**config.mk**
```make
export PLATFORM = sky130hd
export DESIGN_NAME = div_unit
export DESIGN_NICKNAME = d
export VERILOG_FILES = /design/src/rtl/div_unit.sv
export SDC_FILE = /design/constraint.sdc
export NUM_CORES = 1
export LEC_CHECK = 0
export CORE_MARGIN = 5
export CORE_UTILIZATION = 58
export CTS_BUF_LIST = sky130_fd_sc_hd__clkbuf_4 sky130_fd_sc_hd__clkbuf_8
export DETAILED_ROUTE_END_ITERATION = 8
export PLACE_DENSITY = 0.9
export SKIP_LAST_GASP = 1
export SLEW_MARGIN = 0
export SYNTH_ARGS = -nofsm -noshare
export SYNTH_HDL_FRONTEND = slang
export SYNTH_SLANG_ARGS = --single-unit
```
**constraint.sdc**
```tcl
create_clock -name clk -period 3.9 [get_ports clk]
set_input_delay 0.585 -clock clk [delete_from_list [all_inputs] [get_ports clk]]
set_output_delay 0.585 -clock clk [all_outputs]
set_load 0.03 [all_outputs]
```
**src/rtl/div_unit.sv**
```systemverilog
// rtl/div_unit.sv - multicycle signed restoring divider (DIV: quotient to lo, remainder to hi)
//
// Ports:
//   clk       rising-edge clock
//   reset     synchronous, active-high; aborts any operation in progress
//   start     request pulse, sampled only while idle
//   dividend  signed dividend, sampled with start
//   divisor   signed divisor, sampled with start
//   hi        remainder (sign of dividend), registered
//   lo        quotient (truncated toward zero), registered
//   busy      high from the accepting edge until the fix-up edge
//   done      one-cycle pulse, hi/lo freshly valid
//   div0      one-cycle pulse, divisor was zero (hi/lo untouched)

module div_unit #(
    parameter int WIDTH = 32,
    parameter int CNT_W = 6
) (
    input  logic             clk,
    input  logic             reset,
    input  logic             start,
    input  logic [WIDTH-1:0] dividend,
    input  logic [WIDTH-1:0] divisor,
    output logic [WIDTH-1:0] hi,
    output logic [WIDTH-1:0] lo,
    output logic             busy,
    output logic             done,
    output logic             div0
);

    localparam logic [2:0] S_IDLE = 3'd0;
    localparam logic [2:0] S_PREP = 3'd1;
    localparam logic [2:0] S_ITER = 3'd2;
    localparam logic [2:0] S_FIX  = 3'd3;
    localparam logic [2:0] S_ZDIV = 3'd4;

    localparam logic [CNT_W-1:0] LAST_CNT = CNT_W'(WIDTH - 1);

    logic [2:0]       r_state;
    logic [CNT_W-1:0] r_cnt;
    logic [WIDTH-1:0] r_q;      // dividend, then its magnitude, then the quotient
    logic [WIDTH-1:0] r_b;      // divisor, then its magnitude
    logic [WIDTH-1:0] r_rem;
    logic             r_sq;
    logic             r_sr;
    logic [WIDTH-1:0] r_hi;
    logic [WIDTH-1:0] r_lo;
    logic             r_busy;
    logic             r_done;
    logic             r_div0;

    logic [WIDTH-1:0] w_a_abs;
    logic [WIDTH-1:0] w_b_abs;
    logic [WIDTH:0]   w_shift;
    logic [WIDTH:0]   w_trial;

    // Magnitudes are unsigned, so -(-2^(WIDTH-1)) wrapping to itself is the
    // correct magnitude 2^(WIDTH-1).
    assign w_a_abs = r_q[WIDTH-1] ? (~r_q + 1'b1) : r_q;
    assign w_b_abs = r_b[WIDTH-1] ? (~r_b + 1'b1) : r_b;

    // rem < |divisor| <= 2^(WIDTH-1), so the shifted partial remainder fits in
    // WIDTH+1 bits and a negative trial shows up in the top bit.
    assign w_shift = {r_rem, r_q[WIDTH-1]};
    assign w_trial = w_shift - {1'b0, r_b};

    always_ff @(posedge clk) begin
        if (reset) begin
            r_state <= S_IDLE;
            r_cnt   <= '0;
            r_q     <= '0;
            r_b     <= '0;
            r_rem   <= '0;
            r_sq    <= 1'b0;
            r_sr    <= 1'b0;
            r_hi    <= '0;
            r_lo    <= '0;
            r_busy  <= 1'b0;
            r_done  <= 1'b0;
            r_div0  <= 1'b0;
        end else begin
            r_done <= 1'b0;
            r_div0 <= 1'b0;
            case (r_state)
                S_IDLE: begin
                    if (start) begin
                        if (divisor != '0) begin
                            r_q     <= dividend;
                            r_b     <= divisor;
                            r_sq    <= dividend[WIDTH-1] ^ divisor[WIDTH-1];
                            r_sr    <= dividend[WIDTH-1];
                            r_busy  <= 1'b1;
                            r_state <= S_PREP;
                        end else begin
                            r_state <= S_ZDIV;
                        end
                    end
                end
                S_PREP: begin
                    r_q     <= w_a_abs;
                    r_b     <= w_b_abs;
                    r_rem   <= '0;
                    r_cnt   <= '0;
                    r_state <= S_ITER;
                end
                S_ITER: begin
                    if (!w_trial[WIDTH]) begin
                        r_rem <= w_trial[WIDTH-1:0];
                        r_q   <= {r_q[WIDTH-2:0], 1'b1};
                    end else begin
                        r_rem <= w_shift[WIDTH-1:0];
                        r_q   <= {r_q[WIDTH-2:0], 1'b0};
                    end
                    r_cnt <= r_cnt + CNT_W'(1);
                    if (r_cnt == LAST_CNT) begin
                        r_state <= S_FIX;
                    end
                end
                S_FIX: begin
                    r_lo    <= r_sq ? (~r_q + 1'b1) : r_q;
                    r_hi    <= r_sr ? (~r_rem + 1'b1) : r_rem;
                    r_busy  <= 1'b0;
                    r_done  <= 1'b1;
                    r_state <= S_IDLE;
                end
                S_ZDIV: begin
                    r_div0  <= 1'b1;
                    r_busy  <= 1'b0;
                    r_state <= S_IDLE;
                end
                default: begin
                    r_state <= S_IDLE;
                end
            endcase
        end
    end

    assign hi   = r_hi;
    assign lo   = r_lo;
    assign busy = r_busy;
    assign done = r_done;
    assign div0 = r_div0;

endmodule
```
# After elaboration in Yosys (flattened, before gate mapping)
# Cells that the tools add are included.
totals:
  regBits: 174
  latch_bits: 0
  ramBits: 0
  rom_bits: 0
  input_bits: 67
  mem_count: 0
classes:
  addsub: 5
  multipliers: 0
  n_div: 0
  order_cmp: 0
  n_eq_ne: 10
  shifts: 0
  n_mux: 23
  bitwise_logic: 4
  n_reduce_logical: 14
ops:
  columns: ["op", "n"]
  rows:
  - ["2-to-1 mux 32 bit", 9]
  - ["one-hot mux 32 bit (2 select lines)", 2]
  - ["adder 32 x 1 -> 32 bit, second input constant", 3]
  - ["NOT 32 bit", 3]
  - ["one-hot mux 32 bit (3 select lines)", 1]
  - ["subtractor 33 x 32 -> 33 bit", 1]
  - ["nonzero test 32 bit", 1]
  - ["one-hot mux 6 bit (2 select lines)", 1]
  - ["AND reduction 3 bit", 4]
  - ["!= test 2 bit, second input constant", 5]
  - ["2-to-1 mux 3 bit", 3]
  - ["one-hot mux 3 bit (3 select lines)", 1]
  - ["AND reduction 4 bit", 2]
  - ["adder 6 x 1 -> 6 bit, second input constant", 1]
  - ["== test 3 x 2 -> 1 bit, second input constant", 2]
  - ["== test 6 x 5 -> 1 bit, second input constant", 1]
  - ["nonzero test 2 bit", 3]
  - ["2-to-1 mux 1 bit", 5]
  - ["== test 3 x 1 -> 1 bit, second input constant", 1]
  - ["== test 3 bit, second input constant", 1]
  - ["zero test 3 bit", 1]
  - ["nonzero test 3 bit", 1]
  - ["one-hot mux 1 bit (2 select lines)", 1]
  - ["AND reduction 2 bit", 1]
  - ["2 further kinds", 2]

# Logic depth before layout (Yosys ltp)
depth:
  depth_word: 4
  ltp_mapped: 13

# Worst setup path after synthesis
# OpenSTA, ideal clock, no wires.
synth_path:
  path_kind: "reg-to-reg"
  startpoint: "reg r_q[31]"
  endpoint: "reg r_rem[13]"
  t_arrival_ns: 2.901
  setup_slack_ns: 0.871
  path_stages_with_launch: 14
  path_buffers: 1
  period_less_slack_ns: 3.029
  cell_sequence: "dfxtp_1 -> inv_1 -> ha_1 -> fa_1 -> nand2b_1 -> a21o_1 -> a31o_2 -> a21oi_1 -> nor2_1 -> o21a_1 -> xnor2_1 -> clkbuf_1 -> mux2i_1 -> o21ai_0"
synth_between:
  elab_chain_len: 3
synth_lines:
  columns: ["element", "line_no", "text"]
  rows:
  - ["start, declared", "41", "logic [WIDTH-1:0] r_q;"]
  - ["start signal, assigned", "88", "r_q <= dividend;"]
  - ["start signal, assigned", "100", "r_q <= w_a_abs;"]
  - ["start signal, assigned", "109", "r_q <= {r_q[WIDTH-2:0], 1'b1};"]
  - ["subtractor 33 x 32 -> 33 bit", "65", "assign w_trial = w_shift - {1'b0, r_b};"]
  - ["2-to-1 mux 32 bit", "107", "if (!w_trial[WIDTH]) begin"]
  - ["one-hot mux 32 bit (2 select lines)", "84", "case (r_state)"]
  - ["end signal, assigned", "108", "r_rem <= w_trial[WIDTH-1:0];"]
  - ["end signal, assigned", "111", "r_rem <= w_shift[WIDTH-1:0];"]
  - ["end, declared", "43", "logic [WIDTH-1:0] r_rem;"]
# Every way passes these cells.
# A chain may end at the register's enable or synchronous reset.

# Worst setup path after layout
layout_path:
  startpoint: "reg r_q[14]"
  endpoint: "reg r_q[31]"
layout_between:
  elab_chain_len: 4
layout_lines:
  columns: ["element", "line_no", "text"]
  rows:
  - ["NOT 32 bit", "59", "assign w_a_abs = r_q[WIDTH-1] ? (~r_q + 1'b1) : r_q;"]
  - ["adder 32 x 1 -> 32 bit", "59", null]
  - ["2-to-1 mux 32 bit", "59", null]
  - ["one-hot mux 32 bit (3 select lines)", "84", null]
# Every way passes these cells. The select of a mux whose other input is x is not followed.

==> results.txt <==
Final nets: 1624
Final Hold Viols: 0
Slew HR: 0.211
Sequential share of power: 0.439
Hold Crit Class: reg2reg
Post-route design area: 0.0129 sq mm
First-pass GRT wire length: 50.5 mm
Clock Tree Root: clkbuf_8
I/O Buffers: 133
Placed Area: 0.0125 sq mm
Syn avg cell area: 7.63 sq um
Num CTS Buffers: 17
Static leakage: 4.80 nW
Register bit total from synthesis: 174
Syn Nets: 1550
Status: complete, no violations
Post-synthesis compound-gate area fraction: 0.261
Clk buf depth: 2
Vias in the first global route: 9870
Max Cap Viol: 0
Post-synthesis simple-gate area fraction: 0.228
Combinational share of power: 0.294
Vias after detailed routing: 11200
Clk Latency, worst-skew pair: 0.46 ns
Ports: 134
Ant diodes: 0
Crit Path Class: reg2reg
Layout fillers: 1492
Sw frac: 0.354
Syn Inst Count: 1445
Total iterations of the first detailed-routing run: 8
Final Max Slew Viols: 0
CORE AREA: 0.0187 sq mm
ANT nets after route: 0
Min Clock Period, post-route: 3.59 ns
Synth Area in XOR/XNOR: 0.0739
Fmax: 279 MHz
Top-count cell post-synth: nor2_1
Commonest cells in the netlist: nor2_1, dfxtp_1, nand2_1
Final setup violation count: 0
WL final: 31.0 mm
CTS Hold Bufs: 0
Largest family of logic cells by synthesized area: compound AO/OA/AOI/OAI gates
GR Overflow Total: 0
# rows: 50
CP startpoint kind: register
Psw: 1.62 mW
Die height: 148 um
Ys flop type: dfxtp_1
GP Congestion: 0.938
Initial DRC count: 1287
DP Wirelength: 22.1 mm
Data required time of the worst path: 4.29 ns
Synth unique cells: 67
Mux cell area share after synthesis: 0.0274
Hold Path Depth: 2
Final period util: 0.920
Post-synth ARST share: 0
Layout cells sized above 1: 0.0542
Largest net degree at the start of global routing: 124
Internal power: 2.96 mW
Average wire per standard cell: 17.6 um
Die X-Extent: 148 um
CP Max Fanout: 8
Gr usage total: 0.275
DRC viols: 0
Initial antenna violation count: 0
Post-synth top area share: 0.316
Full die area: 0.0219 sq mm
Starting Density: 0.589
RSZ-0062 raised after global routing: no
Slew @ Worst Pin: 1.18 ns
Cell depth of the worst flop-to-flop path: 12
Syn Std Cell Area: 0.0110 sq mm
Final Skew: 0.0121 ns
Leading area contributor after synthesis: dfxtp_1
CP Capture Type: register
Crit path DAT: 3.98 ns
Post-CTS Resized: 0
Post-CTS Setup Bufs: 0
Avg Vias per Cell: 6.32
Fin util: 0.687
H-tree depth: 4
Combined area of the multi-input logic cells: 0.00701 sq mm
Clock Power Share: 0.267
Register area share after synthesis: 0.316
FF+latch area: 0.00348 sq mm
Peak VDD IR: 0.244 mV
Pwr dens: 356 mW/mm^2
Layout area overhead: 16.6%
Syn. warnings: 0
Synth top area cells: dfxtp_1, nor2_1, a211oi_1
Post-synthesis adder-cell area fraction: 0.0438
TritonCTS clock tree: built
Setup TNS: 0 ns
CTS Sinks: 174
Post-synth EDFFs: 0
Clk slew on worst S/H paths: 0.09 ns
==> layout make-up <==
type                    count  share of cell area
clock inverters            12             0.00857
repair buffers            153               0.118
inverters                  49              0.0143
flip-flops and latches    174               0.271
multi-input cells        1124               0.545
well taps                 234              0.0228
clock buffers              19              0.0203
==> flip-flops by register name (all words and copies together) (netlist names) <==
register / flops
r_state: 3
done: 1
hi: 32
lo: 32
r_q: 32
div0: 1
r_sr: 1
busy: 1
r_b: 32
r_cnt: 6
r_rem: 32
r_sq: 1
==> cell families after synthesis <==
group | after synthesis
AND/OR/NAND/NOR | 534
flip-flops | 174
multiplexers | 30
AO/OA/AOI/OAI | 429
adder cells (fa/ha/maj) | 38
buffers and inverters | 147
XOR/XNOR | 93
==> through the flow <==
step	instances	hold WS, ns	total power [mW]	setup slack [ns]
3_5_place_dp	1733	0.478	3.35	0.457
3_3_place_gp	1733	0.473	3.32	0.506
5_1_grt	1765	0.518	4.81	0.102
2_1_floorplan	1445	0.464	2.97	0.871
4_1_cts	1764	0.490	4.56	0.402
6_report	1765	0.489	4.58	0.313
==> power by group through the flow <==
stage	Combinational (mW)	Clock [mW]	Sequential, mW
after floorplan	0.933	0	2.04
after global placement	1.28	0	2.04
after global routing	1.47	1.31	2.03
after CTS	1.32	1.24	2.00
final	1.35	1.22	2.01
after detailed placement	1.31	0	2.05
==> routing by layer <==
| layer | vias up | share of wire | routed length (um) | GRT usage |
|---|---|---|---|---|
| li1 | 5416 | - | - | - |
| met1 | 5116 | 0.46 | 14300 | 0.419 |
| met2 | 586 | 0.43 | 13300 | 0.407 |
| met3 | 45 | 0.094 | 2930 | 0.0481 |
| met4 | 0 | 0.015 | 456 | 0.0610 |
| met5 | - | 0 | 0 | 0 |
==> worst paths after layout <==
path | to | startpoint | slack [ns]
setup / recovery | r_q[31] | r_q[14] | 0.31
hold reg to reg | hi[0] | hi[0] | 0.49
setup reg to reg | r_q[31] | r_q[14] | 0.31
hold / removal | hi[0] | hi[0] | 0.49
==> worst max-delay path, cell delays in order (launching register included) <==
cell      delay (ns)
dfxtp_1         0.40
or4_1           0.61
nor4_2          0.36
nand3b_1        0.27
or4b_1          0.59
or3_1           0.39
nor3_1          0.19
ha_1            0.19
or3_1           0.09
o21ai_0         0.07
a21oi_1         0.14
o21ai_0         0.09
a21oi_1         0.11
==> placed cells by master (no fill, tap or decap), drive strengths merged, types with 9 or more instances in the layout <==
master and instances:
a22oi 10, ha 37, nand2 132, o21ai 97, o211ai 9, a21oi 102
inv 51, o31ai 16, nor4 19, buf 21, nand3 28, xor2 63
mux2i 29, a221oi 15, nand2b 14, clkdlybuf4s50 132, nor2 212, a222oi 22
or3 26, nor3 30, nand4 13, a21o 14, dfxtp 174, clkbuf 19
or2 11, a211oi 81, xnor2 30, or4 15
No activity file was read; power rests on OpenSTA's default activity.
